<file path="config.mk">
export PLATFORM = sky130hd
export DESIGN_NAME = cache_mem_arbiter
export DESIGN_NICKNAME = d
export VERILOG_FILES = /design/src/rtl/cache_mem_arbiter.sv
export SDC_FILE = /design/constraint.sdc
export NUM_CORES = 1
export LEC_CHECK = 0
export ABC_AREA = 1
export BUFFER_PORTS_ARGS = -buffer_cell sky130_fd_sc_hd__buf_2
export CORE_AREA = 2 2 262 264
export DETAILED_ROUTE_END_ITERATION = 7
export DIE_AREA = 0 0 264 266
export GPL_TIMING_DRIVEN = 0
export PLACE_DENSITY = 0.46
export SLEW_MARGIN = 10
export SYNTH_ARGS = -nofsm -noshare
export SYNTH_HDL_FRONTEND = slang
export SYNTH_SLANG_ARGS = --single-unit
</file>
<file path="constraint.sdc">
create_clock -name clock -period 1.8 [get_ports clock]
set_input_delay 0.09 -clock clock [delete_from_list [all_inputs] [get_ports clock]]
set_output_delay 0.09 -clock clock [all_outputs]
set_load 0.01 [all_outputs]
</file>
<file path="src/rtl/cache_mem_arbiter.sv">
// rtl/cache_mem_arbiter.sv - round-robin arbiter sharing one main-memory block port between icache and dcache
module cache_mem_arbiter #(
   parameter int ADDR_W  = 6,
   parameter int BLOCK_W = 128
) (
   input  logic               clock,
   input  logic               reset,
   input  logic               i_mem_read,
   input  logic [ADDR_W-1:0]  i_mem_address,
   output logic [BLOCK_W-1:0] i_mem_readdata,
   output logic               i_mem_busywait,
   input  logic               d_mem_read,
   input  logic               d_mem_write,
   input  logic [ADDR_W-1:0]  d_mem_address,
   input  logic [BLOCK_W-1:0] d_mem_writedata,
   output logic [BLOCK_W-1:0] d_mem_readdata,
   output logic               d_mem_busywait,
   output logic               mem_read,
   output logic               mem_write,
   output logic [ADDR_W-1:0]  mem_address,
   output logic [BLOCK_W-1:0] mem_writedata,
   input  logic [BLOCK_W-1:0] mem_readdata,
   input  logic               mem_busywait
);

   typedef enum logic [2:0] {IDLE, SERVE_I, SERVE_D, DONE_I, DONE_D} state_t;

   state_t               state_q;
   logic                 started_q;
   logic                 last_grant_q;
   logic                 lat_write_q;
   logic [ADDR_W-1:0]    lat_addr_q;
   logic [BLOCK_W-1:0]   lat_wdata_q;
   logic [BLOCK_W-1:0]   rdata_i_q;
   logic [BLOCK_W-1:0]   rdata_d_q;
   logic                 mem_read_q;
   logic                 mem_write_q;
   logic                 d_req;
   logic                 grant_i;

   assign d_req   = d_mem_read | d_mem_write;
   // On a tie the master that did not win last time gets the port.
   assign grant_i = i_mem_read & (~d_req | last_grant_q);

   always_ff @(posedge clock) begin
      if (reset) begin
         state_q      <= IDLE;
         started_q    <= 1'b0;
         last_grant_q <= 1'b1;
         lat_write_q  <= 1'b0;
         lat_addr_q   <= '0;
         lat_wdata_q  <= '0;
         rdata_i_q    <= '0;
         rdata_d_q    <= '0;
         mem_read_q   <= 1'b0;
         mem_write_q  <= 1'b0;
      end else begin
         case (state_q)
            IDLE: begin
               started_q <= 1'b0;
               if (grant_i) begin
                  last_grant_q <= 1'b0;
                  lat_addr_q   <= i_mem_address;
                  lat_wdata_q  <= '0;
                  lat_write_q  <= 1'b0;
                  mem_read_q   <= 1'b1;
                  mem_write_q  <= 1'b0;
                  state_q      <= SERVE_I;
               end else if (d_req) begin
                  last_grant_q <= 1'b1;
                  lat_addr_q   <= d_mem_address;
                  lat_wdata_q  <= d_mem_writedata;
                  lat_write_q  <= d_mem_write;
                  mem_read_q   <= ~d_mem_write;
                  mem_write_q  <= d_mem_write;
                  state_q      <= SERVE_D;
               end
            end
            SERVE_I, SERVE_D: begin
               // A transaction only completes once memory has first signalled busy.
               if (!started_q) begin
                  if (mem_busywait) started_q <= 1'b1;
               end else if (!mem_busywait) begin
                  if (!lat_write_q) begin
                     if (state_q == SERVE_I) rdata_i_q <= mem_readdata;
                     else                    rdata_d_q <= mem_readdata;
                  end
                  mem_read_q  <= 1'b0;
                  mem_write_q <= 1'b0;
                  lat_addr_q  <= '0;
                  lat_wdata_q <= '0;
                  state_q     <= (state_q == SERVE_I) ? DONE_I : DONE_D;
               end
            end
            default: state_q <= IDLE;
         endcase
      end
   end

   assign mem_read       = mem_read_q;
   assign mem_write      = mem_write_q;
   assign mem_address    = lat_addr_q;
   assign mem_writedata  = lat_wdata_q;
   assign i_mem_readdata = rdata_i_q;
   assign d_mem_readdata = rdata_d_q;
   assign i_mem_busywait = i_mem_read & (state_q != DONE_I);
   assign d_mem_busywait = d_req & (state_q != DONE_D);

endmodule

</file>
==> impl_metrics.ini, run 1 <==
[status]
outcome = completed

[floorplan]
ios = 668
start_util_pct = 21.05
dieArea_mm2 = 0.07022
num_rows = 96
core_area_mm2 = 0.06775
fp.dieW_um = 264
die_h_um = 266

[route]
drt_wl_total_um = 67500
wire_per_inst_um = 17.92
drtAntennaViolNets = 0
drc = 0
avgViaCountPerCell = 4.233
first_pass_iters = 5
vias = 15940
drt-initial-drc-count = 722

[worst_setup_path]
critical_path_class = reg -> reg
path_cells = nand3_2 -> nor3_4 -> buf_4 -> inv_1 -> buf_4 -> buf_2 -> nor2_1 -> nor2_1
setup.worst_path.start_class = flip-flop
regToRegEndpoint = i_mem_readdata[101]$_SDFFE_PP0P_
cp_slowest_cell = dfxtp_1
max_stage_delay_ps = 390
reg2reg_from = state_q[0]$_SDFFE_PP0P_
worstPathArrival_ps = 2180
r2r_cells = 8
crit_fanout = 10
ff2ff_setup_slack_ps = 100
crit_required_ps = 2270
critPathCaptureType = flip-flop

[place]
dpl_worst_slack_ps = -662.1
io_buffers = 667
gp_congestion = 0.8089
placed_cell_area_mm2 = 0.01871
place.detailed.hpwl_um = 50470

[clock_network]
clkSlewWorstSetupHoldPaths_ps = 60
cts_max_level = 2
cts_tree = yes
clk_latency_ps = 590
cts_buffer_depth = 3
cts_sinks = 398
cts_buffers = 47
ctsRootBufferMaster = clkbuf_16

[timing]
holdWs_ps = 56.42
fin_crit_ps = 1704
finalCritPeriodShare_pct = 94.65
tightest_slew_ps = 955.0
hold_viol = 0
worst_slack_ps = 96.23
rsz0062_at_grt = yes
tns_ps = 0
slew_headroom_pct = 36.33
skew_ps = 17.42
setup_viol = 0
max_clock_freq_ghz = 0.5869
drv_slew = 0

[hold_path]
hold_path.class = in -> reg
hold_path_depth = 7
whs_endpoint = mem_address[5]$_SDFFE_PP0P_
worstHoldStart = d_mem_address[5]

[final_layout]
final_nets = 3125
stdcell_area_mm2 = 0.02319
syn_to_final_growth_pct = 62.58
drive_gt1_share_pct = 29.86

[synthesis]
synth_nets = 2140
synthCells = 1866
ys_ff_latch = 398
ys_types = 23
synth_area_leader_cell = dfxtp_1
avgSynthCellArea_um2 = 7.644
synth.top_cell.area_share_pct = 55.86
yosys_warnings = 0
netlist_area_mm2 = 0.01426
yosys-top-cells-area = dfxtp_1 (56%), nor2_1 (15%), o21ai_0 (8.8%)
seq_area_frac_synth_pct = 55.86

[global_routing]
grtUsageTotal_pct = 18.29
antenna_found_initial = 2
grt_pass1_wl_um = 98780
overflow = 0
grt_start_max_net_pins = 20
grt_pass1_vias = 16130

[power_and_ir_drop]
power_density_mw_per_mm2 = 1245
power_leakage_uw = 0.01154
power_uw = 28880
vdd_drop_max_v = 0.0006027

[flow_run]
cap_violations = 0
## routing by layer
layer,vias up,GRT usage [%],part of all wire (%)
met5,-,0,0.019
met4,2,7.110,3.9
met1,7209,20.18,39
met2,602,32.36,48
li1,8016,-,-
met3,115,6.128,8.4
## worst max-delay path: cells and delay by family (launching register included)
family / cells / cell delay (ps)
DFF: 1 / 390
buffers and inverters: 4 / 640
and+or+nand+nor: 4 / 550
## where the power goes
group | switching [uW] | internal [uW] | leakage [uW] | total (uW)
logic | 5570 | 3350 | 0.00755 | 8910
registers | 519 | 9840 | 0.00323 | 10400
clock network | 4020 | 5580 | 0.000767 | 9610
total | 10100 | 18800 | 0.0115 | 28900
## cell usage after synthesis (all sizes together)
master and count:
clkbuf 95, nand2 189, nor3 2, a21oi 125, dfxtp 398, nor2 579
inv 41, buf 50, a31oi 2, clkinv 1, o21ai 258, a21boi 1
or2 1, nand3 124
## logic make-up after synthesis
| kind of cell | count (synthesis) | synth area share, % |
|---|---|---|
| AOI/OAI and AO/OA | 386 | 13.58 |
| buffers and inverters | 187 | 5.675 |
| DFF | 398 | 55.86 |
| and+or+nand+nor | 895 | 24.89 |
## worst max-delay path by stage
stage                                  from                               end  slack [ps]
CTS                 state_q[1]$_SDFFE_PP0P_   i_mem_readdata[29]$_SDFFE_PP0P_         0.4
global route        state_q[0]$_SDFFE_PP0P_  i_mem_readdata[118]$_SDFFE_PP0P_         -40
global placement                      reset    i_mem_readdata[6]$_SDFFE_PP0P_        -650
detailed placement                    reset    i_mem_readdata[5]$_SDFFE_PP0P_        -660
floorplan           state_q[1]$_SDFFE_PP0P_   mem_writedata[100]$_SDFFE_PP0P_         410
finish              state_q[0]$_SDFFE_PP0P_  i_mem_readdata[101]$_SDFFE_PP0P_         100
## layout make-up
| class | count | area, um2 |
|---|---|---|
| Multi-Input combinational cell | 1281 | 5533 |
| Fill cell | 7320 | 44560 |
| Clock buffer | 61 | 1309 |
| Sequential cell | 398 | 7969 |
| Tap cell | 882 | 1104 |
| Buffer | 143 | 838.3 |
| Antenna cell | 2 | 5.005 |
| Clock inverter | 20 | 224.0 |
| Timing Repair Buffer | 938 | 6046 |
| Inverter | 42 | 162.7 |
## through the flow
stage               cells  utilization (%)
finish               3767            34.23
global route         3765            34.22
CTS                  3766            34.02
detailed placement   3415            27.61
global placement     3415            27.61
floorplan            1866                -
## registers in the layout, indices dropped and copies added, names as in the netlist
| register | flops |
|---|---|
| d_mem_readdata | 128 |
| i_mem_readdata | 128 |
| mem_writedata | 128 |
| mem_address | 6 |
| state_q | 3 |
| last_grant_q | 1 |
| lat_write_q | 1 |
| mem_read | 1 |
| mem_write | 1 |
| started_q | 1 |
## repair_timing
item | CTS | global route
endpoints found under the hold margin | 392 | 0
endpoints found under the setup margin | 269 | 292
pin swaps | 1 | 0
hold buffers | 269 | 0
gates cloned | 0 | 0
resized for setup | 55 | 100
buffers inserted | 2 | 0
## layout by cell type, fill, tap and decap left out
cell type / n
nand2_1: 184
nor2_2: 3
nor2_4: 1
clkbuf_16: 47
o21ai_0: 252
buf_8: 2
o21ai_1: 6
inv_2: 3
dfxtp_1: 397
clkinv_4: 2
nor3_4: 2
inv_6: 3
clkinv_1: 1
clkbuf_1: 51
a31oi_1: 2
buf_1: 1
inv_4: 2
or2_2: 1
nand3_2: 1
clkinv_2: 10
nand2_4: 2
dfxtp_2: 1
bufinv_16: 3
inv_1: 36
dlygate4sd3_1: 269
a21oi_4: 1
a21boi_0: 1
clkbuf_8: 9
buf_4: 24
nand2_2: 3
clkbuf_2: 24
nand3_1: 123
inv_16: 2
buf_2: 690
nor2_1: 575
diode_2: 2
a21oi_1: 124
buf_6: 9
clkbuf_4: 16
Power figures use the tool's default switching activity.
==> run 2, diff against run 1 <==
--- a/config.mk
+++ b/config.mk
@@ -7,11 +7,13 @@
 export LEC_CHECK = 0
 export ABC_AREA = 1
 export BUFFER_PORTS_ARGS = -buffer_cell sky130_fd_sc_hd__buf_2
-export CORE_AREA = 2 2 262 264
+export CAP_MARGIN = 5
+export CORE_AREA = 5 5 258 260
 export DETAILED_ROUTE_END_ITERATION = 7
-export DIE_AREA = 0 0 264 266
+export DIE_AREA = 0 0 263 265
 export GPL_TIMING_DRIVEN = 0
-export PLACE_DENSITY = 0.46
+export MAX_ROUTING_LAYER = met4
+export PLACE_DENSITY = 0.47
 export SLEW_MARGIN = 10
 export SYNTH_ARGS = -nofsm -noshare
 export SYNTH_HDL_FRONTEND = slang
==> impl_metrics.ini, run 2 (synthesis gave the netlist of run 1 again) <==
[power_and_ir_drop]
power_leakage_uw = 0.01149
power_uw = 28580
vdd_drop_max_v = 0.0005880
power_density_mw_per_mm2 = 1235

[worst_setup_path]
setup.worst_path.start_class = flip-flop
worstPathArrival_ps = 2200
r2r_cells = 9
ff2ff_setup_slack_ps = 80
critPathCaptureType = flip-flop
crit_fanout = 10
crit_required_ps = 2280
reg2reg_from = state_q[2]$_SDFFE_PP0P_
critical_path_class = reg -> reg
regToRegEndpoint = mem_writedata[55]$_SDFFE_PP0P_

[global_routing]
grt_pass1_vias = 16840
grt_pass1_wl_um = 100800
grtUsageTotal_pct = 18.79
grt_start_max_net_pins = 13
overflow = 0
antenna_found_initial = 8

[floorplan]
dieArea_mm2 = 0.06970
fp.dieW_um = 263
ios = 668
die_h_um = 265
num_rows = 93
core_area_mm2 = 0.06388
start_util_pct = 22.33

[route]
drt-initial-drc-count = 1018
vias = 16300
drc = 0
wire_per_inst_um = 18.02
first_pass_iters = 5
avgViaCountPerCell = 4.346
drtAntennaViolNets = 0
drt_wl_total_um = 67590

[clock_network]
cts_buffers = 47
ctsRootBufferMaster = clkbuf_16
cts_tree = yes
clk_latency_ps = 580
cts_buffer_depth = 3
cts_max_level = 2
clkSlewWorstSetupHoldPaths_ps = 60
cts_sinks = 398

[timing]
hold_viol = 0
max_clock_freq_ghz = 0.5811
setup_viol = 0
slew_headroom_pct = 35.10
finalCritPeriodShare_pct = 95.60
drv_slew = 0
fin_crit_ps = 1721
tightest_slew_ps = 973.5
skew_ps = 24.77
rsz0062_at_grt = yes

[final_layout]
final_common_cell = buf_2
syn_to_final_growth_pct = 62.28
final_cell_mix = buf_2 (691), nor2_1 (575), dfxtp_1 (397)
drive_gt1_share_pct = 29.49
final_nets = 3128
finalNonFillerCells = 3750

[place]
io_buffers = 667
gp_congestion = 0.8995
dp.cells = 3388
place.detailed.hpwl_um = 51870

[flow_run]
cap_violations = 0

[status]
outcome = completed

[hold_path]
whs_endpoint = mem_address[3]$_SDFFE_PP0P_
worstHoldStart = d_mem_address[3]
hold_path.class = in -> reg
hold_path_depth = 7
[run 2: layout make-up]
cell class              instances  area, um2
fillers                      6713      40740
flip-flops and latches        398       7969
inverters                      42      162.7
clock buffers                  68       1346
multi-input cells            1281       5523
repair buffers                939       6081
clock inverters                16      135.1
plain buffers                 145      845.8
diodes                          6      15.01
well taps                     855       1070
[run 2: worst max-delay path, stage by stage (launching register included)]
cell,delay [ps]
dfxtp_1,330
nor2_2,150
nand2_1,120
inv_2,90
nand2_2,100
inv_4,120
buf_6,190
clkbuf_4,230
nand3_1,90
a21oi_1,210
[run 2: worst max path at each step]
stage,start,endpoint,slack [ps],cells after the start
3_3_place_gp,state_q[2]$_SDFFE_PP0P_,d_mem_readdata[16]$_SDFFE_PP0P_,-620,8
5_1_grt,last_grant_q$_SDFFE_PP1P_,mem_writedata[86]$_SDFFE_PP0P_,-10,6
6_report,state_q[2]$_SDFFE_PP0P_,mem_writedata[55]$_SDFFE_PP0P_,80,9
3_5_place_dp,state_q[0]$_SDFFE_PP0P_,d_mem_readdata[16]$_SDFFE_PP0P_,-670,8
2_1_floorplan,state_q[1]$_SDFFE_PP0P_,mem_writedata[100]$_SDFFE_PP0P_,410,11
4_1_cts,state_q[2]$_SDFFE_PP0P_,d_mem_readdata[16]$_SDFFE_PP0P_,-20,9
[run 2: power by group]
part	internal, uW	switching [uW]
sequential	9840	537
clock	5350	3890
combinational	3390	5570
[run 2: layer usage]
metal	wire length, um	global-route usage (%)	vias to the layer above
met4	2227	5.553	0
met5	0	-	-
met2	33260	32.94	680
met1	26210	20.16	7499
met3	5891	6.553	115
li1	-	-	8005
[run 2: metrics by stage]
| step | hold WS (ps) | setup slack [ps] | area, um2 | utilization (%) | setup TNS [ps] |
|---|---|---|---|---|---|
| after floorplan | 224.9 | 408.5 | 14260 | - | 0 |
| after global placement | 327.5 | -617.1 | 18670 | 29.23 | -107030 |
| after detailed placement | 333.0 | -667.5 | 18670 | 29.23 | -118270 |
| after CTS | -259.1 | -17.07 | 23000 | 36.00 | -17.07 |
| after global routing | 57.38 | -10.77 | 23150 | 36.23 | -16.65 |
| final | 62.41 | 79.12 | 23150 | 36.23 | 0 |
[run 2: repair_timing]
action,CTS,global route
setup endpoints to repair,270,371
pin swaps,2,1
gates resized for setup,59,81
hold endpoints to repair,393,2
hold buffers,269,1
buffers inserted,2,0
